File: src/rtl/imem_loader_if.sv
// Byte-stream input and instruction-memory write port of the boot loader.
// The loader uses the master view; the byte source and Imem use the slave view.
`timescale 1ns/1ps
interface imem_loader_if;
  logic        in_valid;
  logic [7:0]  in_data;
  logic        in_ready;
  logic        imem_we;
  logic [31:0] imem_addr;
  logic [31:0] imem_wdata;

  modport master (
    input  in_valid, in_data,
    output in_ready, imem_we, imem_addr, imem_wdata
  );

  modport slave (
    output in_valid, in_data,
    input  in_ready, imem_we, imem_addr, imem_wdata
  );
endinterface

File: src/rtl/imem_loader.sv
// Boot loader: assembles little-endian words from a byte stream into Imem and holds the core
// in reset until the image is complete. Define IMEM_LOADER_CHECKSUM_EN for a trailer checksum.
`timescale 1ns/1ps
module imem_loader #(
  parameter int ADDR_W = 10
) (
  input  logic          clk,
  input  logic          rst_n,
  input  logic          start,
  imem_loader_if.master bus,
  output logic          core_rst,
  output logic          busy,
  output logic          done,
  output logic          err
);
  localparam int DEPTH = 2 ** ADDR_W;
  localparam int IW    = ADDR_W + 1;

  typedef enum logic [2:0] {
    S_IDLE, S_LEN0, S_LEN1, S_DATA, S_WLAST, S_CSUM, S_DONE, S_ERR
  } state_t;

  state_t          state_reg;
  logic            in_ready_reg;
  logic            imem_we_reg;
  logic [31:0]     imem_addr_reg;
  logic [31:0]     imem_wdata_reg;
  logic            core_rst_reg;
  logic            busy_reg;
  logic            done_reg;
  logic            err_reg;
  logic [7:0]      len_lo_reg;
  logic [ADDR_W:0] word_idx_reg;
  logic [ADDR_W:0] last_idx_reg;
  logic [1:0]      byte_idx_reg;
  logic [23:0]     word_buf_reg;
`ifdef IMEM_LOADER_CHECKSUM_EN
  logic [7:0]      sum_reg;
`endif

  logic        accept;
  logic [15:0] len_word;
  logic        len_bad;

  assign accept   = bus.in_valid & in_ready_reg;
  assign len_word = {bus.in_data, len_lo_reg};
  assign len_bad  = (len_word == 16'd0) || (32'(len_word) > 32'(DEPTH));

  assign bus.in_ready   = in_ready_reg;
  assign bus.imem_we    = imem_we_reg;
  assign bus.imem_addr  = imem_addr_reg;
  assign bus.imem_wdata = imem_wdata_reg;
  assign core_rst       = core_rst_reg;
  assign busy           = busy_reg;
  assign done           = done_reg;
  assign err            = err_reg;

  always_ff @(posedge clk or negedge rst_n) begin
    if (!rst_n) begin
      state_reg      <= S_IDLE;
      in_ready_reg   <= 1'b0;
      imem_we_reg    <= 1'b0;
      imem_addr_reg  <= 32'd0;
      imem_wdata_reg <= 32'd0;
      core_rst_reg   <= 1'b1;
      busy_reg       <= 1'b0;
      done_reg       <= 1'b0;
      err_reg        <= 1'b0;
      len_lo_reg     <= 8'd0;
      word_idx_reg   <= '0;
      last_idx_reg   <= '0;
      byte_idx_reg   <= 2'd0;
      word_buf_reg   <= 24'd0;
`ifdef IMEM_LOADER_CHECKSUM_EN
      sum_reg        <= 8'd0;
`endif
    end else begin
      imem_we_reg <= 1'b0;
      case (state_reg)
        S_IDLE, S_DONE, S_ERR: begin
          if (start) begin
            state_reg    <= S_LEN0;
            in_ready_reg <= 1'b1;
            busy_reg     <= 1'b1;
            done_reg     <= 1'b0;
            err_reg      <= 1'b0;
            core_rst_reg <= 1'b1;
`ifdef IMEM_LOADER_CHECKSUM_EN
            sum_reg      <= 8'd0;
`endif
          end
        end
        S_LEN0: begin
          if (accept) begin
            len_lo_reg <= bus.in_data;
            state_reg  <= S_LEN1;
          end
        end
        S_LEN1: begin
          if (accept) begin
            if (len_bad) begin
              state_reg    <= S_ERR;
              err_reg      <= 1'b1;
              busy_reg     <= 1'b0;
              in_ready_reg <= 1'b0;
            end else begin
              last_idx_reg <= IW'(len_word - 16'd1);
              word_idx_reg <= '0;
              byte_idx_reg <= 2'd0;
              state_reg    <= S_DATA;
            end
          end
        end
        S_DATA: begin
          if (accept) begin
            byte_idx_reg <= byte_idx_reg + 2'd1;
`ifdef IMEM_LOADER_CHECKSUM_EN
            sum_reg      <= sum_reg + bus.in_data;
`endif
            case (byte_idx_reg)
              2'd0: word_buf_reg[7:0]   <= bus.in_data;
              2'd1: word_buf_reg[15:8]  <= bus.in_data;
              2'd2: word_buf_reg[23:16] <= bus.in_data;
              default: begin
                imem_we_reg    <= 1'b1;
                imem_wdata_reg <= {bus.in_data, word_buf_reg};
                imem_addr_reg  <= {{(30-ADDR_W){1'b0}}, word_idx_reg[ADDR_W-1:0], 2'b00};
                if (word_idx_reg == last_idx_reg) begin
`ifdef IMEM_LOADER_CHECKSUM_EN
                  state_reg    <= S_CSUM;
`else
                  // Stop accepting while the final write is on the bus.
                  state_reg    <= S_WLAST;
                  in_ready_reg <= 1'b0;
`endif
                end else begin
                  word_idx_reg <= word_idx_reg + 1'b1;
                end
              end
            endcase
          end
        end
`ifdef IMEM_LOADER_CHECKSUM_EN
        S_CSUM: begin
          if (accept) begin
            in_ready_reg <= 1'b0;
            busy_reg     <= 1'b0;
            if (bus.in_data == sum_reg) begin
              state_reg    <= S_DONE;
              done_reg     <= 1'b1;
              core_rst_reg <= 1'b0;
            end else begin
              state_reg <= S_ERR;
              err_reg   <= 1'b1;
            end
          end
        end
`else
        S_WLAST: begin
          state_reg    <= S_DONE;
          done_reg     <= 1'b1;
          core_rst_reg <= 1'b0;
          busy_reg     <= 1'b0;
        end
`endif
        default: state_reg <= S_IDLE;
      endcase
    end
  end
endmodule

File: src/flat_wrapper.sv
// flat-port wrapper written by rule: the top's interface ports become plain ports
module imem_loader_flat 
#(
  parameter int ADDR_W = 10
)
  (clk, rst_n, start, core_rst, busy, done, err, bus_in_valid, bus_in_data, bus_in_ready, bus_imem_we, bus_imem_addr, bus_imem_wdata);
  imem_loader_if bus_i ();
  input  logic clk;
  input  logic rst_n;
  input  logic start;
  output logic core_rst;
  output logic busy;
  output logic done;
  output logic err;
  input wire logic [$bits(bus_i.in_valid)-1:0] bus_in_valid;
  input wire logic [$bits(bus_i.in_data)-1:0] bus_in_data;
  output wire logic [$bits(bus_i.in_ready)-1:0] bus_in_ready;
  output wire logic [$bits(bus_i.imem_we)-1:0] bus_imem_we;
  output wire logic [$bits(bus_i.imem_addr)-1:0] bus_imem_addr;
  output wire logic [$bits(bus_i.imem_wdata)-1:0] bus_imem_wdata;
  assign bus_i.in_valid = bus_in_valid;
  assign bus_i.in_data = bus_in_data;
  assign bus_in_ready = bus_i.in_ready;
  assign bus_imem_we = bus_i.imem_we;
  assign bus_imem_addr = bus_i.imem_addr;
  assign bus_imem_wdata = bus_i.imem_wdata;
  imem_loader #(.ADDR_W(ADDR_W)) u_core (.clk(clk), .rst_n(rst_n), .start(start), .bus(bus_i), .core_rst(core_rst), .busy(busy), .done(done), .err(err));
endmodule
File: config.mk
export PLATFORM = sky130hd
export DESIGN_NAME = imem_loader_flat
export DESIGN_NICKNAME = d
export VERILOG_FILES = /design/src/rtl/imem_loader_if.sv /design/src/rtl/imem_loader.sv /design/src/flat_wrapper.sv
export SDC_FILE = /design/constraint.sdc
export NUM_CORES = 1
export LEC_CHECK = 0
export ABC_AREA = 1
export CAP_MARGIN = 10
export CORE_UTILIZATION = 48
export DETAILED_ROUTE_END_ITERATION = 6
export PLACE_DENSITY = 0.76
export SLEW_MARGIN = 20
export SYNTH_ARGS = -nofsm -noshare
export SYNTH_HDL_FRONTEND = slang
export SYNTH_SLANG_ARGS = --single-unit
File: constraint.sdc
create_clock -name clk -period 1.65 [get_ports clk]
set_input_delay 0.33 -clock clk [delete_from_list [all_inputs] [get_ports clk]]
set_output_delay 0.33 -clock clk [all_outputs]
set_load 0.05 [all_outputs]
==> flow_summary.toml <==
[power]
power_mw = 9.09
p_per_area_nw_per_um2 = 1400
power_leakage_nw = 3.44
ir_drop_v = 0.00111

[worst_setup_path]
cp_top_family = "simple AND/OR/NAND/NOR gates"
crit_type = "reg -> reg"
cp.arrival_ns = 1.99
path_buf_inv = 2
path_max_fanout = 5
startpoint = "u_core.len_lo_reg[0]"
cp_cell_sequence = "inv_1 > ha_2 > nand2_2 > nor2_4 > nand2_2 > nand2_4 > nand3_2 > nand3_2 > buf_2 > nand2_1 > nand2_1"
crit_slowest_cell = "dfrtp_1"
worst_r2r_startpoint = "u_core.len_lo_reg[0]"
setup.worst_path.start_class = "flop"
reg2reg_depth = 11
cp.required_ns = 1.95
cpPeakStageDelay_ns = 0.39
end_kind = "flop"
cp.depth = 11

[clock_tree]
clkLatencyLatePin_ns = 0.36
path_clk_slew_ns = 0.10
cts_num_sinks = 107
clock_path_buffers = 2
htreeDepth = 3
cts_tree = "done"
cts-root-buf = "clkbuf_8"
cts_inserted_buffers = 9

[run]
maxCapViolations = 0

[timing]
fin_crit_sh = 1.03
max_freq_ghz = 0.591
final-setup-viol-count = 10
slew_viol_final = 0
rsz0062_at_grt = "true"
final.min_clock_period_ns = 1.69
fin_skew_ns = 0.00924
hold_viol_final = 0
whs_ns = 0.460
layout_setup_ws_ns = -0.0420

[die]
coreArea_sq_um = 9910
ios = 82
dieArea_sq_um = 10800
die_w_um = 104
start_util = 0.504
die_h_um = 104
rows = 36

[worst_hold_path]
min_path_type = "in -> async"

[grt]
grt_overflow_total = 0
grt_max_degree = 37
grt_use_total = 0.217
grt_pass1_vias = 4055
grt_pass1_wl_um = 19000
antenna_found_initial = 0

[run_status]
status = "finished, violations left"
violations = "setup timing"

[place]
dp_cells = 821
portBuffers = 59
gp_congestion = 0.914
dp_hpwl_um = 8380

[synthesis]
ys_seq_area_frac = 0.536
syn-instance-count = 596
synth_area_sq_um = 5000
yosysWarningCount = 0
yosysUniqueCellTypes = 25
syn_area_per_cell_sq_um = 8.38
yosys_register_bits = 107

[final_layout]
fin_nets = 729
area_delta_synth_final_pct = 29.7
final_util = 0.654
drive_above_1_share = 0.240
largest_reg_flops = 32
fin_cells = 849
antenna_cells = 0

[route]
drt_first_pass_iters = 5
num_vias = 4375
drt_iter0_markers = 273
wirelength_um = 12100
viasPerCell = 5.15
drc = 0
ant_nets = 0
post_drt_wl_per_cell_um = 14.3
==> logic make-up after synthesis <==
family	count (synthesis)	share of synthesized area
compound gates	68	0.0686
other cells	1	0.000751
fa+ha+maj	6	0.0150
flops	107	0.536
buf+inv	92	0.0907
xor+xnor	19	0.0333
simple gates	303	0.255
==> repair_timing <==
| action | CTS | global route |
|---|---|---|
| pin swaps | 1 | 4 |
| gates resized for setup | 1 | 54 |
| endpoints found under the setup margin | 18 | 95 |
| gates cloned | 0 | 5 |
| hold buffers | 1 | 0 |
| hold endpoints to repair | 24 | 0 |
| buffers inserted | 1 | 5 |
==> cell type report <==
| cell class | count | area (sq um) |
|---|---|---|
| Clock buffer | 11 | 151 |
| Timing Repair Buffer | 126 | 1180 |
| Multi-Input combinational cell | 418 | 2060 |
| Fill cell | 804 | 3430 |
| Clock inverter | 5 | 45.0 |
| Inverter | 49 | 191 |
| Tap cell | 133 | 166 |
| Sequential cell | 107 | 2680 |
==> worst reg2reg max path: stages, from the launching register on <==
cell and delay (ns):
dfrtp_1 0.39, inv_1 0.08, ha_2 0.19, nand2_2 0.09
nor2_4 0.17, nand2_2 0.09, nand2_4 0.09, nand3_2 0.09
nand3_2 0.13, buf_2 0.17, nand2_1 0.06, nand2_1 0.08
==> synth_stat cells, drive strengths merged <==
master	number	area, sq um
nor3	6	30.0
a21boi	1	7.51
nand3b	3	22.5
xnor2	6	52.6
dfrtp	106	2650
conb	1	3.75
dfstp	1	26.3
nor2	28	153
ha	6	75.1
o21ai	65	325
a21oi	2	10.0
clkbuf	11	41.3
buf	32	228
nand4	19	119
nand3	16	85.1
nand2	231	867
xor2	13	114
inv	49	184
==> cell usage in the layout, fill, tap and decap left out, drive strengths merged <==
cell	Yosys	final
buf	32	111
dlygate4sd3	0	1
conb	1	22
clkinvlp	0	1
nand3b	3	3
nand4	19	19
nor3	6	6
nand2	231	231
o21ai	65	65
nand3	16	16
xnor2	6	6
inv	49	50
nor2	28	28
clkbuf	11	15
xor2	13	13
a21boi	1	1
ha	6	6
clkinv	0	3
clkdlybuf4s50	0	10
dfrtp	106	106
a21oi	2	2
dfstp	1	1
==> power breakdown <==
| part | switching, mW | leakage [nW] | internal, mW | total (mW) |
|---|---|---|---|---|
| clock | 0.909 | 0.0976 | 0.651 | 1.56 |
| combinational | 2.45 | 1.91 | 1.42 | 3.87 |
| sequential | 0.418 | 1.44 | 3.24 | 3.66 |
| total | 3.77 | 3.44 | 5.32 | 9.09 |
==> layer usage <==
layer  GRT usage  part of all wire  wire [um]
met1       0.300              0.44       5310
met2       0.348              0.49       5950
met3      0.0388             0.055        666
met4      0.0724             0.016        200
met5           0                 0          0
==> metrics by stage <==
step,TNS [ns],area (sq um),setup slack (ns)
2_1_floorplan,0,5080,0.0167
3_3_place_gp,-10.52,5990,-0.249
3_5_place_dp,-12.81,5990,-0.281
4_1_cts,0,6210,0.00506
5_1_grt,-4.59,6480,-0.0953
6_report,-0.110,6480,-0.0420
==> path summary, 6_finish.rpt <==
path	to	slack (ns)
max	u_core.word_idx_reg[6]	-0.04
min	u_core.word_buf_reg[13]	0.46
max reg2reg	u_core.word_idx_reg[6]	-0.04
min reg2reg	u_core.bus.imem_wdata[17]	0.48
max in group asynchronous	u_core.bus.imem_wdata[22]	0.60
min in group clk	u_core.bus.imem_wdata[17]	0.48
Note: power is estimated with default switching activity, not from simulation.
==> edit 1 (same settings) <==
Encoding of `state_t`: now Gray code (3 bits for 8 states).
--- a/src/rtl/imem_loader.sv
+++ b/src/rtl/imem_loader.sv
@@ -17,7 +17,7 @@
   localparam int IW    = ADDR_W + 1;
 
   typedef enum logic [2:0] {
-    S_IDLE, S_LEN0, S_LEN1, S_DATA, S_WLAST, S_CSUM, S_DONE, S_ERR
+    S_IDLE = 3'b000, S_LEN0 = 3'b001, S_LEN1 = 3'b011, S_DATA = 3'b010, S_WLAST = 3'b110, S_CSUM = 3'b111, S_DONE = 3'b101, S_ERR = 3'b100
   } state_t;
 
   state_t          state_reg;
Function: same outputs for any inputs over 4 cycles, from zero or initial values and one cycle with rst_n low; so few cycles prove little.
==> edit 1 against the original RTL <==
Count of clock-buffer cells in the layout shrank 2; synthesized area grew 2.9%; final cell count increased by 0.47%; wire length decreased by 7.3%; design area down 2.4%; non-clock buffer count down 19; sequential cell count did not move; synthesized cell count rose by 3.7%; global-route usage shrank 0.27 points; power increased by 1.5%; setup slack improved by 0.065 ns; largest cell class unchanged.
==> edit 1: results (changes against the original RTL) <==
status: "finished, final reports clean"  # was complete, but fails checks
grtUsageTotal_pct: 21.5  # was 21.7%
post-dp-hpwl_um: 8100  # was 8380 um
syn_area_per_cell_um2: 8.32  # was 8.38 um2
fill_cells: 908  # was 804
synthTopCellsByArea: "dfrtp_1 (52%), nand2_1 (18%), o21ai_0 (5.3%), buf_4 (3.4%), inv_1 (3.4%)"  # was dfrtp_1 (53%), nand2_1 (17%), o21ai_0 (4.8%), buf_4 (3.3%), inv_1 (3.3%)
grt_max_degree: 62  # was 37
num_vias: 4280  # was 4375
reg2reg_to: "u_core.last_idx_reg[1]"  # was u_core.word_idx_reg[6]
ys_types: 31  # was 25
reg2regPathDepth: 10  # was 11
synth-adder-area-share_pct: 1.46  # was 1.50%
gp_congestion: 0.897  # was 0.914
peakVddDrop_mv: 0.904  # was 1.11 mV
grt_pass1_wl_um: 19000  # about the same
power_leakage_uw: 0.00330  # was 0.00344 uW
synth-seq-area-share_pct: 52.1  # was 53.6%
synth-xor-area-share_pct: 2.56  # was 3.33%
fin_skew_ns: 0.0176  # was 0.00924 ns
rrSetupSlack_ns: 0.02  # was -0.04 ns
dpl_cell_area_um2: 6000  # was 5990 um2
critPathArrivalTime_ns: 1.90  # was 1.99 ns
grt_pass1_vias: 4059  # was 4055
drive_gt1_share_pct: 21.5  # was 24.0%
drt_iter0_drc: 254  # was 273
==> edit 1: tightest hold or removal path, stage by stage <==
cell and delay (ns):
dlygate4sd3_1 0.52, buf_4 0.13, buf_12 0.23
==> edit 1: cell families after synthesis <==
family | count (synthesis)
AND/OR/NAND/NOR | 322
flip-flops | 107
buffers and inverters | 96
AO/OA/AOI/OAI | 71
XOR/XNOR | 15
adder cells (fa/ha/maj) | 6
other | 1
==> edit 1: worst max-delay path by stage <==
stage	cells past startpoint	slack [ns]	end
floorplan	10	-0.02	u_core.last_idx_reg[9]
global placement	13	-0.24	u_core.word_idx_reg[9]
detailed placement	13	-0.28	u_core.word_idx_reg[6]
CTS	12	0.006	u_core.word_idx_reg[6]
global route	9	-0.12	u_core.last_idx_reg[3]
finish	10	0.02	u_core.last_idx_reg[1]
==> edit 1: where the power goes <==
group	internal [uW]	switching (uW)
Clock	624	1040
Combinational	1360	2530
Sequential	3240	430
==> edit 1: stage by stage <==
stage	hold slack, ns	utilization, %	worst slack [ns]
2_1_floorplan	0.0344	-	-0.0173
3_3_place_gp	0.340	57.8	-0.241
3_5_place_dp	0.347	57.8	-0.282
4_1_cts	0.474	60.4	0.00561
5_1_grt	0.497	61.0	-0.117
6_report	0.449	61.0	0.0230
==> edit 1: area by class of cell <==
type / count / area [um2] / share of cell area (%)
clock buffer: 9 / 124 / 1.96
clock inverter: 7 / 88.8 / 1.40
inverter: 51 / 191 / 3.03
multi-input combinational: 436 / 2100 / 33.2
sequential: 107 / 2680 / 42.4
tap: 136 / 170 / 2.69
timing repair buffer: 107 / 971 / 15.3
==> edit 1: metal layers <==
layer	vias up	track usage (%)	share of wire (%)
li1	2084	-	-
met1	2071	29.6	45
met5	-	0	0
met2	116	34.8	49
met4	0	7.04	1.2
met3	9	3.28	4.4
==> edit 1: repair_timing <==
item	in CTS	in global routing
resized for setup	9	18
hold buffers	1	0
endpoints found under the setup margin	11	32
setup buffers	0	2
gates cloned	1	0
pin swaps	2	2
endpoints found under the hold margin	106	0
==> edit 2 (same flow settings) <==
Without the edit above. `ADDR_W` is set to 10 in 2 places; all go to 11.
--- a/src/rtl/imem_loader.sv
+++ b/src/rtl/imem_loader.sv
@@ -2,7 +2,7 @@
 // in reset until the image is complete. Define IMEM_LOADER_CHECKSUM_EN for a trailer checksum.
 `timescale 1ns/1ps
 module imem_loader #(
-  parameter int ADDR_W = 10
+  parameter int ADDR_W = 11
 ) (
   input  logic          clk,
   input  logic          rst_n,
--- a/src/flat_wrapper.sv
+++ b/src/flat_wrapper.sv
@@ -1,7 +1,7 @@
 // flat-port wrapper written by rule: the top's interface ports become plain ports
 module imem_loader_flat 
 #(
-  parameter int ADDR_W = 10
+  parameter int ADDR_W = 11
 )
   (clk, rst_n, start, core_rst, busy, done, err, bus_in_valid, bus_in_data, bus_in_ready, bus_imem_we, bus_imem_addr, bus_imem_wdata);
   imem_loader_if bus_i ();
Formal check against the unedited RTL: not equivalent (Yosys sat finds a counterexample within 4 cycles, from zero or initial values and one cycle with rst_n low).
==> edit 2 against the original RTL <==
The run still ends with negative setup slack left; core utilization increased by 0.49 points; worst hold slack improved by 0.021 ns; setup slack improved by 0.012 ns; synthesized area increased by 5.6%; final cell count increased by 6.4%; sequential cell count increased by 3; power increased by 9.2%; design area increased by 6.8%; wire length increased by 6.7%; combinational power increased by 18%; count of clock-buffer cells in the layout unchanged.
==> edit 2: results (changes against the original RTL) <==
status: "complete, but fails checks"  # unchanged
violations: "negative setup slack"  # unchanged
sh_seq_area_pct: 39.9  # was 41.4%
buffers_excl_clock: 143  # was 126
power_leakage_uw: 0.00361  # was 0.00344 uW
dpl_cell_area_um2: 6290  # was 5990 um2
synth-adder-area-share_pct: 1.66  # was 1.50%
wl_met1_um: 5600  # was 5310 um
final_nets: 781  # was 729
synth_compound_area_share_pct: 8.87  # was 6.86%
syn_area_per_cell_um2: 8.43  # was 8.38 um2
synth_commonest_cells: "nand2_1 (244), dfrtp_1 (109), o21ai_0 (52), inv_1 (43), nor2_1 (36)"  # was nand2_1 (231), dfrtp_1 (106), o21ai_0 (48), inv_1 (44), nor2_1 (24)
met2_length_um: 6500  # was 5950 um
setup_ws_ns: -0.0298  # was -0.0420 ns
place_inst: 866  # was 821
reg2regPathDepth: 13  # was 11
grt_max_degree: 63  # was 37
pwr-share-clk_pct: 15.3  # was 17.2%
setup_viol: 11  # was 10
tap_cells: 136  # was 133
multi_input_area_um2: 2320  # was 2060 um2
hold_path.class: "reg -> reg"  # was in -> async
viasPerCell: 5.07  # was 5.15
wl_met3_um: 711  # was 666 um
drt_iter0_drc: 312  # was 273
drive_gt1_share_pct: 30.9  # was 24.0%
reg2reg_to: "u_core.word_idx_reg[11]"  # was u_core.word_idx_reg[6]
grt_pass1_vias: 4372  # was 4055
final.min_clock_period_ns: 1.68  # was 1.69 ns
place_ws_ns: -0.268  # was -0.281 ns
regToRegStartpoint: "u_core.len_lo_reg[1]"  # was u_core.len_lo_reg[0]
p_seq_share_pct: 38.9  # was 40.3%
fin_cells: 903  # was 849
peakVddDrop_mv: 1.57  # was 1.11 mV
synthTopCellsByArea: "dfrtp_1 (52%), nand2_1 (17%), o21ai_0 (4.9%), buf_4 (3.4%), inv_1 (3.1%)"  # was dfrtp_1 (53%), nand2_1 (17%), o21ai_0 (4.8%), buf_4 (3.3%), inv_1 (3.3%)
cpPeakStageDelay_ns: 0.42  # was 0.39 ns
comb.multi_input.count: 449  # was 418
whs_ns: 0.481  # was 0.460 ns
grtUsageTotal_pct: 22.7  # was 21.7%
intPower_uw: 5760  # was 5320 uW
fill_cells: 851  # was 804
fin_skew_ns: 0.0100  # was 0.00924 ns
met1_usage_pct: 31.2  # was 30.0%
ff_latch_area_um2: 2760  # was 2680 um2
port-buffer-count: 60  # was 59
power.density_nw_per_um2: 1430  # was 1400 nW/um2
synth-seq-area-share_pct: 52.2  # was 53.6%
grt_pass1_wl_um: 20400  # was 19000 um
## edit 2: worst reg2reg max path, stage by stage (launching register included)
cell and delay, ns:
dfrtp_1 0.42, inv_2 0.09, ha_4 0.14, nand2_4 0.06, nor2_4 0.16, nand2_2 0.07, nand2_2 0.09, nand3_2 0.10
nand2_2 0.10, inv_2 0.06, nand2_4 0.09, buf_6 0.14, nand2_1 0.06, nand2_1 0.05
## edit 2: worst max path at each step
stage / end / startpoint / slack [ns] / cells past startpoint
floorplan: u_core.bus.imem_wdata[28] / u_core.bus.in_ready / 0.09 / 8
global placement: u_core.err / bus_in_valid / -0.21 / 7
detailed placement: u_core.last_idx_reg[6] / bus_in_data[1] / -0.27 / 11
CTS: u_core.word_idx_reg[8] / u_core.len_lo_reg[0] / 0.003 / 13
global route: u_core.word_idx_reg[3] / u_core.len_lo_reg[1] / -0.1 / 13
finish: u_core.word_idx_reg[11] / u_core.len_lo_reg[1] / -0.03 / 13
